==> src/rtl/fifo_pkg.sv <==
// Shared types and helpers for the fifo_sc_v2 elastic buffer.
package fifo_pkg;

    typedef struct packed {
        logic empty;
        logic full;
        logic almost_empty;
        logic almost_full;
        logic overflow;
        logic underflow;
    } fifo_status_t;

    function automatic int fifo_depth(input int aw);
        return 1 << aw;
    endfunction

    // Modular pointer distance, masked to pw bits.
    function automatic logic [31:0] ptr_diff(
        input logic [31:0] a,
        input logic [31:0] b,
        input int          pw
    );
        logic [31:0] m;
        m = (32'd1 << pw) - 32'd1;
        return (a - b) & m;
    endfunction

endpackage

==> src/rtl/fifo_sc_v2_if.sv <==
// Write/read/status bundle of fifo_sc_v2; slave is the FIFO side.
interface fifo_sc_v2_if #(
    parameter int DWIDTH = 8,
    parameter int AWIDTH = 4
);
    logic              flush_i;
    logic              clr_err_i;
    logic [DWIDTH-1:0] data_i;
    logic              wrreq_i;
    logic              rdreq_i;
    logic [DWIDTH-1:0] q_o;
    logic              empty_o;
    logic              full_o;
    logic [AWIDTH:0]   usedw_o;
    logic              almost_full_o;
    logic              almost_empty_o;
    logic              overflow_o;
    logic              underflow_o;

    modport master (
        output flush_i, clr_err_i, data_i, wrreq_i, rdreq_i,
        input  q_o, empty_o, full_o, usedw_o, almost_full_o,
        input  almost_empty_o, overflow_o, underflow_o
    );

    modport slave (
        input  flush_i, clr_err_i, data_i, wrreq_i, rdreq_i,
        output q_o, empty_o, full_o, usedw_o, almost_full_o,
        output almost_empty_o, overflow_o, underflow_o
    );
endinterface

==> src/rtl/fifo_dp_ram.sv <==
// Simple dual-port RAM, one write port and one registered read port.
module fifo_dp_ram
    import fifo_pkg::*;
#(
    parameter int DWIDTH = 8,
    parameter int AWIDTH = 4
) (
    input  logic              clk_i,
    input  logic              arst_n_i,
    input  logic              clr,
    input  logic              we,
    input  logic [AWIDTH-1:0] waddr,
    input  logic [DWIDTH-1:0] wdata,
    input  logic              re,
    input  logic [AWIDTH-1:0] raddr,
    output logic [DWIDTH-1:0] q
);
    localparam int DEPTH = fifo_depth(AWIDTH);

    logic [DWIDTH-1:0] mem [DEPTH];

    always_ff @(posedge clk_i) begin
        if (we) mem[waddr] <= wdata;
    end

    // Output register is cleared so the FIFO data port reads 0 after flush.
    always_ff @(posedge clk_i or negedge arst_n_i) begin
        if (!arst_n_i)  q <= '0;
        else if (clr)   q <= '0;
        else if (re)    q <= mem[raddr];
    end
endmodule

==> src/rtl/fifo_sc_v2.sv <==
// Single-clock FIFO: showahead or normal read, optional output stage, sticky errors.
module fifo_sc_v2
    import fifo_pkg::*;
#(
    parameter int DWIDTH             = 8,
    parameter int AWIDTH             = 4,
    parameter int SHOWAHEAD          = 1,
    parameter int REGISTER_OUTPUT    = 0,
    parameter int ALMOST_FULL_VALUE  = 12,
    parameter int ALMOST_EMPTY_VALUE = 2
) (
    input logic         clk_i,
    input logic         arst_n_i,
    fifo_sc_v2_if.slave bus
);
    localparam int PW = AWIDTH + 1;

    logic [PW-1:0]     wr_ptr, rd_ptr, usedw;
    logic              full, empty, wr_acc, rd_acc;
    logic              ram_re;
    logic [AWIDTH-1:0] ram_raddr;
    logic [DWIDTH-1:0] ram_q, q;
    logic              ovf, udf;
    fifo_status_t      st;

    assign usedw  = PW'(ptr_diff(32'(wr_ptr), 32'(rd_ptr), PW));
    assign full   = (wr_ptr[AWIDTH] != rd_ptr[AWIDTH]) &&
                    (wr_ptr[AWIDTH-1:0] == rd_ptr[AWIDTH-1:0]);
    assign wr_acc = bus.wrreq_i && !full && !bus.flush_i;
    assign rd_acc = bus.rdreq_i && !empty && !bus.flush_i;

    always_ff @(posedge clk_i or negedge arst_n_i) begin
        if (!arst_n_i) begin
            wr_ptr <= '0;
            rd_ptr <= '0;
        end else if (bus.flush_i) begin
            wr_ptr <= '0;
            rd_ptr <= '0;
        end else begin
            if (wr_acc) wr_ptr <= wr_ptr + PW'(1);
            if (rd_acc) rd_ptr <= rd_ptr + PW'(1);
        end
    end

    // A new error in the same cycle as clr_err_i wins.
    always_ff @(posedge clk_i or negedge arst_n_i) begin
        if (!arst_n_i) begin
            ovf <= 1'b0;
            udf <= 1'b0;
        end else begin
            ovf <= (bus.wrreq_i && full && !bus.flush_i) ||
                   (ovf && !bus.clr_err_i);
            udf <= (bus.rdreq_i && empty && !bus.flush_i) ||
                   (udf && !bus.clr_err_i);
        end
    end

    fifo_dp_ram #(.DWIDTH(DWIDTH), .AWIDTH(AWIDTH)) u_ram (
        .clk_i    (clk_i),
        .arst_n_i (arst_n_i),
        .clr      (bus.flush_i),
        .we       (wr_acc),
        .waddr    (wr_ptr[AWIDTH-1:0]),
        .wdata    (bus.data_i),
        .re       (ram_re),
        .raddr    (ram_raddr),
        .q        (ram_q)
    );

    if (SHOWAHEAD != 0) begin : g_sa
        // RAM output register doubles as the prefetch (head) register.
        logic pf_vld;

        always_comb begin
            ram_re    = 1'b0;
            ram_raddr = rd_ptr[AWIDTH-1:0];
            if (bus.flush_i) begin
                ram_re = 1'b0;
            end else if (!pf_vld && usedw != '0) begin
                ram_re = 1'b1;
            end else if (rd_acc && usedw > PW'(1)) begin
                ram_re    = 1'b1;
                ram_raddr = rd_ptr[AWIDTH-1:0] + AWIDTH'(1);
            end
        end

        always_ff @(posedge clk_i or negedge arst_n_i) begin
            if (!arst_n_i)        pf_vld <= 1'b0;
            else if (bus.flush_i) pf_vld <= 1'b0;
            else if (ram_re)      pf_vld <= 1'b1;
            else if (rd_acc)      pf_vld <= 1'b0;
        end

        assign empty = !pf_vld;
        assign q     = ram_q;
    end else begin : g_nm
        logic              v1;
        logic [DWIDTH-1:0] q1;

        assign ram_re    = rd_acc;
        assign ram_raddr = rd_ptr[AWIDTH-1:0];
        assign empty     = (usedw == '0);

        always_ff @(posedge clk_i or negedge arst_n_i) begin
            if (!arst_n_i) begin
                v1 <= 1'b0;
                q1 <= '0;
            end else if (bus.flush_i) begin
                v1 <= 1'b0;
                q1 <= '0;
            end else begin
                v1 <= rd_acc;
                if (v1) q1 <= ram_q;
            end
        end

        if (REGISTER_OUTPUT != 0) begin : g_oreg
            logic              v2;
            logic [DWIDTH-1:0] q2;

            always_ff @(posedge clk_i or negedge arst_n_i) begin
                if (!arst_n_i) begin
                    v2 <= 1'b0;
                    q2 <= '0;
                end else if (bus.flush_i) begin
                    v2 <= 1'b0;
                    q2 <= '0;
                end else begin
                    v2 <= v1;
                    if (v2) q2 <= q1;
                end
            end

            assign q = q2;
        end else begin : g_odir
            assign q = q1;
        end
    end

    always_comb begin
        st.empty        = empty;
        st.full         = full;
        st.almost_empty = usedw < PW'(ALMOST_EMPTY_VALUE);
        st.almost_full  = usedw >= PW'(ALMOST_FULL_VALUE);
        st.overflow     = ovf;
        st.underflow    = udf;
    end

    assign bus.q_o            = q;
    assign bus.usedw_o        = usedw;
    assign bus.empty_o        = st.empty;
    assign bus.full_o         = st.full;
    assign bus.almost_empty_o = st.almost_empty;
    assign bus.almost_full_o  = st.almost_full;
    assign bus.overflow_o     = st.overflow;
    assign bus.underflow_o    = st.underflow;
endmodule

==> src/flat_wrapper.sv <==
// flat-port wrapper written by rule: the top's interface ports become plain ports
module fifo_sc_v2_flat import fifo_pkg::*;
#(
    parameter int DWIDTH             = 8,
    parameter int AWIDTH             = 4,
    parameter int SHOWAHEAD          = 1,
    parameter int REGISTER_OUTPUT    = 0,
    parameter int ALMOST_FULL_VALUE  = 12,
    parameter int ALMOST_EMPTY_VALUE = 2
)
  (clk_i, arst_n_i, bus_flush_i, bus_clr_err_i, bus_data_i, bus_wrreq_i, bus_rdreq_i, bus_q_o, bus_empty_o, bus_full_o, bus_usedw_o, bus_almost_full_o, bus_almost_empty_o, bus_overflow_o, bus_underflow_o);
  fifo_sc_v2_if #(.DWIDTH(DWIDTH), .AWIDTH(AWIDTH)) bus_i ();
  input logic clk_i;
  input logic arst_n_i;
  input wire logic [$bits(bus_i.flush_i)-1:0] bus_flush_i;
  input wire logic [$bits(bus_i.clr_err_i)-1:0] bus_clr_err_i;
  input wire logic [$bits(bus_i.data_i)-1:0] bus_data_i;
  input wire logic [$bits(bus_i.wrreq_i)-1:0] bus_wrreq_i;
  input wire logic [$bits(bus_i.rdreq_i)-1:0] bus_rdreq_i;
  output wire logic [$bits(bus_i.q_o)-1:0] bus_q_o;
  output wire logic [$bits(bus_i.empty_o)-1:0] bus_empty_o;
  output wire logic [$bits(bus_i.full_o)-1:0] bus_full_o;
  output wire logic [$bits(bus_i.usedw_o)-1:0] bus_usedw_o;
  output wire logic [$bits(bus_i.almost_full_o)-1:0] bus_almost_full_o;
  output wire logic [$bits(bus_i.almost_empty_o)-1:0] bus_almost_empty_o;
  output wire logic [$bits(bus_i.overflow_o)-1:0] bus_overflow_o;
  output wire logic [$bits(bus_i.underflow_o)-1:0] bus_underflow_o;
  assign bus_i.flush_i = bus_flush_i;
  assign bus_i.clr_err_i = bus_clr_err_i;
  assign bus_i.data_i = bus_data_i;
  assign bus_i.wrreq_i = bus_wrreq_i;
  assign bus_i.rdreq_i = bus_rdreq_i;
  assign bus_q_o = bus_i.q_o;
  assign bus_empty_o = bus_i.empty_o;
  assign bus_full_o = bus_i.full_o;
  assign bus_usedw_o = bus_i.usedw_o;
  assign bus_almost_full_o = bus_i.almost_full_o;
  assign bus_almost_empty_o = bus_i.almost_empty_o;
  assign bus_overflow_o = bus_i.overflow_o;
  assign bus_underflow_o = bus_i.underflow_o;
  fifo_sc_v2 #(.DWIDTH(DWIDTH), .AWIDTH(AWIDTH), .SHOWAHEAD(SHOWAHEAD), .REGISTER_OUTPUT(REGISTER_OUTPUT), .ALMOST_FULL_VALUE(ALMOST_FULL_VALUE), .ALMOST_EMPTY_VALUE(ALMOST_EMPTY_VALUE)) u_core (.clk_i(clk_i), .arst_n_i(arst_n_i), .bus(bus_i));
endmodule
==> config.mk <==
export PLATFORM = sky130hd
export DESIGN_NAME = fifo_sc_v2_flat
export DESIGN_NICKNAME = d
export VERILOG_FILES = /design/src/rtl/fifo_pkg.sv /design/src/rtl/fifo_sc_v2_if.sv /design/src/rtl/fifo_dp_ram.sv /design/src/rtl/fifo_sc_v2.sv /design/src/flat_wrapper.sv
export SDC_FILE = /design/constraint.sdc
export NUM_CORES = 1
export LEC_CHECK = 0
export ABC_AREA = 1
export BUFFER_PORTS_ARGS = -buffer_cell sky130_fd_sc_hd__buf_2
export CORE_ASPECT_RATIO = 0.7
export CORE_MARGIN = 2
export CORE_UTILIZATION = 50
export DETAILED_ROUTE_END_ITERATION = 10
export GPL_TIMING_DRIVEN = 0
export PLACE_DENSITY = 0.74
export SLEW_MARGIN = 5
export SYNTH_ARGS = -nofsm -noshare
export SYNTH_HDL_FRONTEND = slang
export SYNTH_HIERARCHICAL = 1
export SYNTH_SLANG_ARGS = --single-unit
export TNS_END_PERCENT = 30
==> constraint.sdc <==
create_clock -name clk_i -period 8.5 [get_ports clk_i]
set_input_delay 0.425 -clock clk_i [delete_from_list [all_inputs] [get_ports clk_i]]
set_output_delay 0.425 -clock clk_i [all_outputs]
set_load 0.03 [all_outputs]
==> metrics.yaml <==
job:
  cap_viol_max_count: 0
sta:
  setup_viol: 0
  drv_slew: 0
  tns_ns: 0
  finalCriticalPeriod_ns: 3.36
  fmax_mhz: 298
  worst_pin_slew_ns: 0.808
  rsz0062_at_grt: "false"
  hold_viol: 0
  slew_headroom_pct: 45.9
  skew_ns: 0.0128
  fin_crit_sh_pct: 39.5
synthesis:
  ys_warn_count: 6
  synth_top_area_share_pct: 56.3
  synth-seq-cells: 149
  ys_seq_area_share_pct: 63.9
  synth_nets: 728
  syn_inst: 707
  synth_cell_types: 25
  syn_area_um2: 6830
  synth_area_leaders: "edfxtp_1, nand2_1, nand3_1"
  syn_avg_cell_area_um2: 9.66
  yosysTopAreaCell: "edfxtp_1"
power:
  comb_power_share_pct: 23.6
  clkPwrFrac_pct: 35.1
  seq_power_share_pct: 41.3
  swShare_pct: 32.9
  p_sw_mw: 0.661
  cellLeakagePower_nw: 3.54
  report.power.total_mw: 2.01
  intPower_mw: 1.35
  vdd_drop_max_uv: 160
  power-per-cell-area_nw_per_um2: 258
cells_and_area:
  diodes: 0
  final_cells: 957
  final_cell_mix: "nand2_1, inv_1, edfxtp_1"
  final-seq-area_um2: 4370
  area.growth.synth_to_final_pct: 14.2
  layout-drive-gt1-share_pct: 12.4
  final_common_cell: "nand2_1"
  layout.nets: 780
  fillers: 1115
  multi_input_area_um2: 1800
  fin_area_um2: 7800
min_path:
  hp-class: "in2reg"
worst_setup_path:
  required_ns: 8.85
  startpoint_type: "flop"
  cp_data_arrival_time_ns: 3.70
  critPathMaxFanout: 10
  endpoint_kind: "flop"
  path_class: "reg2reg"
placement:
  post-dp-hpwl_mm: 12.3
  postPlaceCellArea_um2: 7220
  place_inst: 924
  gp_congestion: 0.881
  numPortBuffers: 32
status:
  status: "completed"
global_routing:
  grt_pass1_vias: 4529
  antenna_found_initial: 0
  grt-ovfl-total: 0
  grtUsageTotal_pct: 24.9
  grt_max_degree: 22
  grt_pass1_wl_mm: 25.8
floorplanning:
  die_w_um: 144
  die_y_um: 102
  initial_core_util_pct: 51.5
  dieArea_um2: 14600
  ios: 33
  core-area_um2: 13300
  row_count: 35
route:
  viasPerCell: 5.29
  drt_iter0_markers: 521
  wl_per_cell_um: 17.9
  num_vias: 5058
  antenna_left: 0
  drc: 0
  routed_wl_mm: 17.1
  drt-pass1-iter-count: 5
clock_tree:
  insertion_delay_ns: 0.42
  clock_sinks: 149
  cts_resized: 0
  clockBufferDepth: 2
  cts_root_buf: "clkbuf_16"
  path_clk_slew_ns: 0.06
  cts_htree_levels: 4
  cts_tree: "built"
  post-cts-setup-buffers: 0
  numCtsBuffers: 17
-- metal layers --
metal / wire length (um) / GRT usage [%] / vias up
met1: 8120 / 38.8 / 2430
met2: 7190 / 35.1 / 239
li1: - / - / 2371
met3: 1670 / 6.76 / 18
met4: 131 / 4.90 / 0
met5: 0 / 0 / -
-- synth_stat cells --
master and n:
nand2_1 224, buf_6 7, o21ai_0 11, o21ai_1 2, inv_1 129, nand2_4 1
buf_4 2, nand4_1 1, nor3_1 1, nor2_1 29, inv_2 2, fa_1 1
xor2_1 3, o22ai_1 3, edfxtp_1 128, buf_2 15, nand3b_1 2, ha_1 6
dfrtp_1 21, nand3_1 108, nand2_2 4, xnor2_1 1, a21oi_1 4, or2_1 1
nand3_2 1
-- power by group through the flow --
stage | logic, mW | clock network [mW] | registers, mW
finish | 0.475 | 0.705 | 0.831
global route | 0.516 | 0.748 | 0.834
CTS | 0.467 | 0.715 | 0.831
detailed placement | 0.466 | 0 | 0.846
global placement | 0.457 | 0 | 0.845
floorplan | 0.287 | 0 | 0.871
-- final timing paths --
check / slack, ns / depth (start not counted) / endpoint / startpoint
min: 0.21 / 2 / u_core/bus.overflow_o / bus_clr_err_i
max reg2reg: 5.14 / 20 / u_core/u_ram/q[0] / u_core/wr_ptr[0]
min in group asynchronous: 0.51 / 2 / u_core/u_ram/q[2] / arst_n_i
max in group asynchronous: 7.64 / 2 / u_core/u_ram/q[0] / arst_n_i
max: 5.14 / 20 / u_core/u_ram/q[0] / u_core/wr_ptr[0]
min reg2reg: 0.47 / 2 / u_core/u_ram/q[3] / u_core/u_ram/q[3]
-- logic make-up (layout without fill, tap and decap cells) --
logic type	after synthesis	in the layout	synth area share, %
DFF	149	149	63.9
xor gates and xnor gates	4	4	0.513
buffers and inverters	155	220	9.67
adders and majority gates	7	7	1.39
AOI/OAI and AO/OA	20	20	1.52
and+or+nand+nor	372	372	23.0
-- critical path: stages, from the launching register on --
cell	delay (ns)
dfrtp_1	0.44
inv_1	0.11
ha_1	0.23
fa_1	0.39
inv_1	0.06
nand2_1	0.07
nand2_1	0.09
nand3_1	0.09
nand2_2	0.11
nand3_2	0.11
nand2_4	0.12
xor2_1	0.31
inv_2	0.19
buf_2	0.24
nand2_1	0.08
nand3_1	0.17
nand3_1	0.18
nand3_1	0.08
nand2_1	0.08
nand2_1	0.05
nand2_1	0.07
-- layout make-up --
type | instances | share of cell area, %
Sequential cell | 149 | 56.0
Multi-Input combinational cell | 403 | 23.1
Inverter | 131 | 6.30
Clock buffer | 19 | 5.81
Tap cell | 185 | 2.97
Timing Repair Buffer | 33 | 2.18
Buffer | 24 | 2.17
Clock inverter | 13 | 1.44
-- state kept, by name, summed over array words and instances, names as in the netlist --
name,flops
u_core/g_sa.pf_vld,1
u_core/u_ram/q,8
u_core/bus.underflow_o,1
u_core/bus.overflow_o,1
u_core/wr_ptr,5
u_core/rd_ptr,5
u_core/u_ram/mem,128
-- timing repair --
action / in CTS / in global routing
endpoints found under the hold margin: 21 / 0
endpoints found under the setup margin: 0 / 0
hold buffers: 1 / 0
-- stage by stage --
step / utilization, % / hold WS, ns / worst slack (ns)
2_1_floorplan: - / 0.129 / 5.71
3_3_place_gp: 54.4 / 0.397 / 5.28
3_5_place_dp: 54.4 / 0.417 / 5.22
4_1_cts: 58.8 / 0.195 / 5.22
5_1_grt: 58.8 / 0.207 / 4.90
6_report: 58.8 / 0.210 / 5.14
No activity file was read; power rests on OpenSTA's default activity.
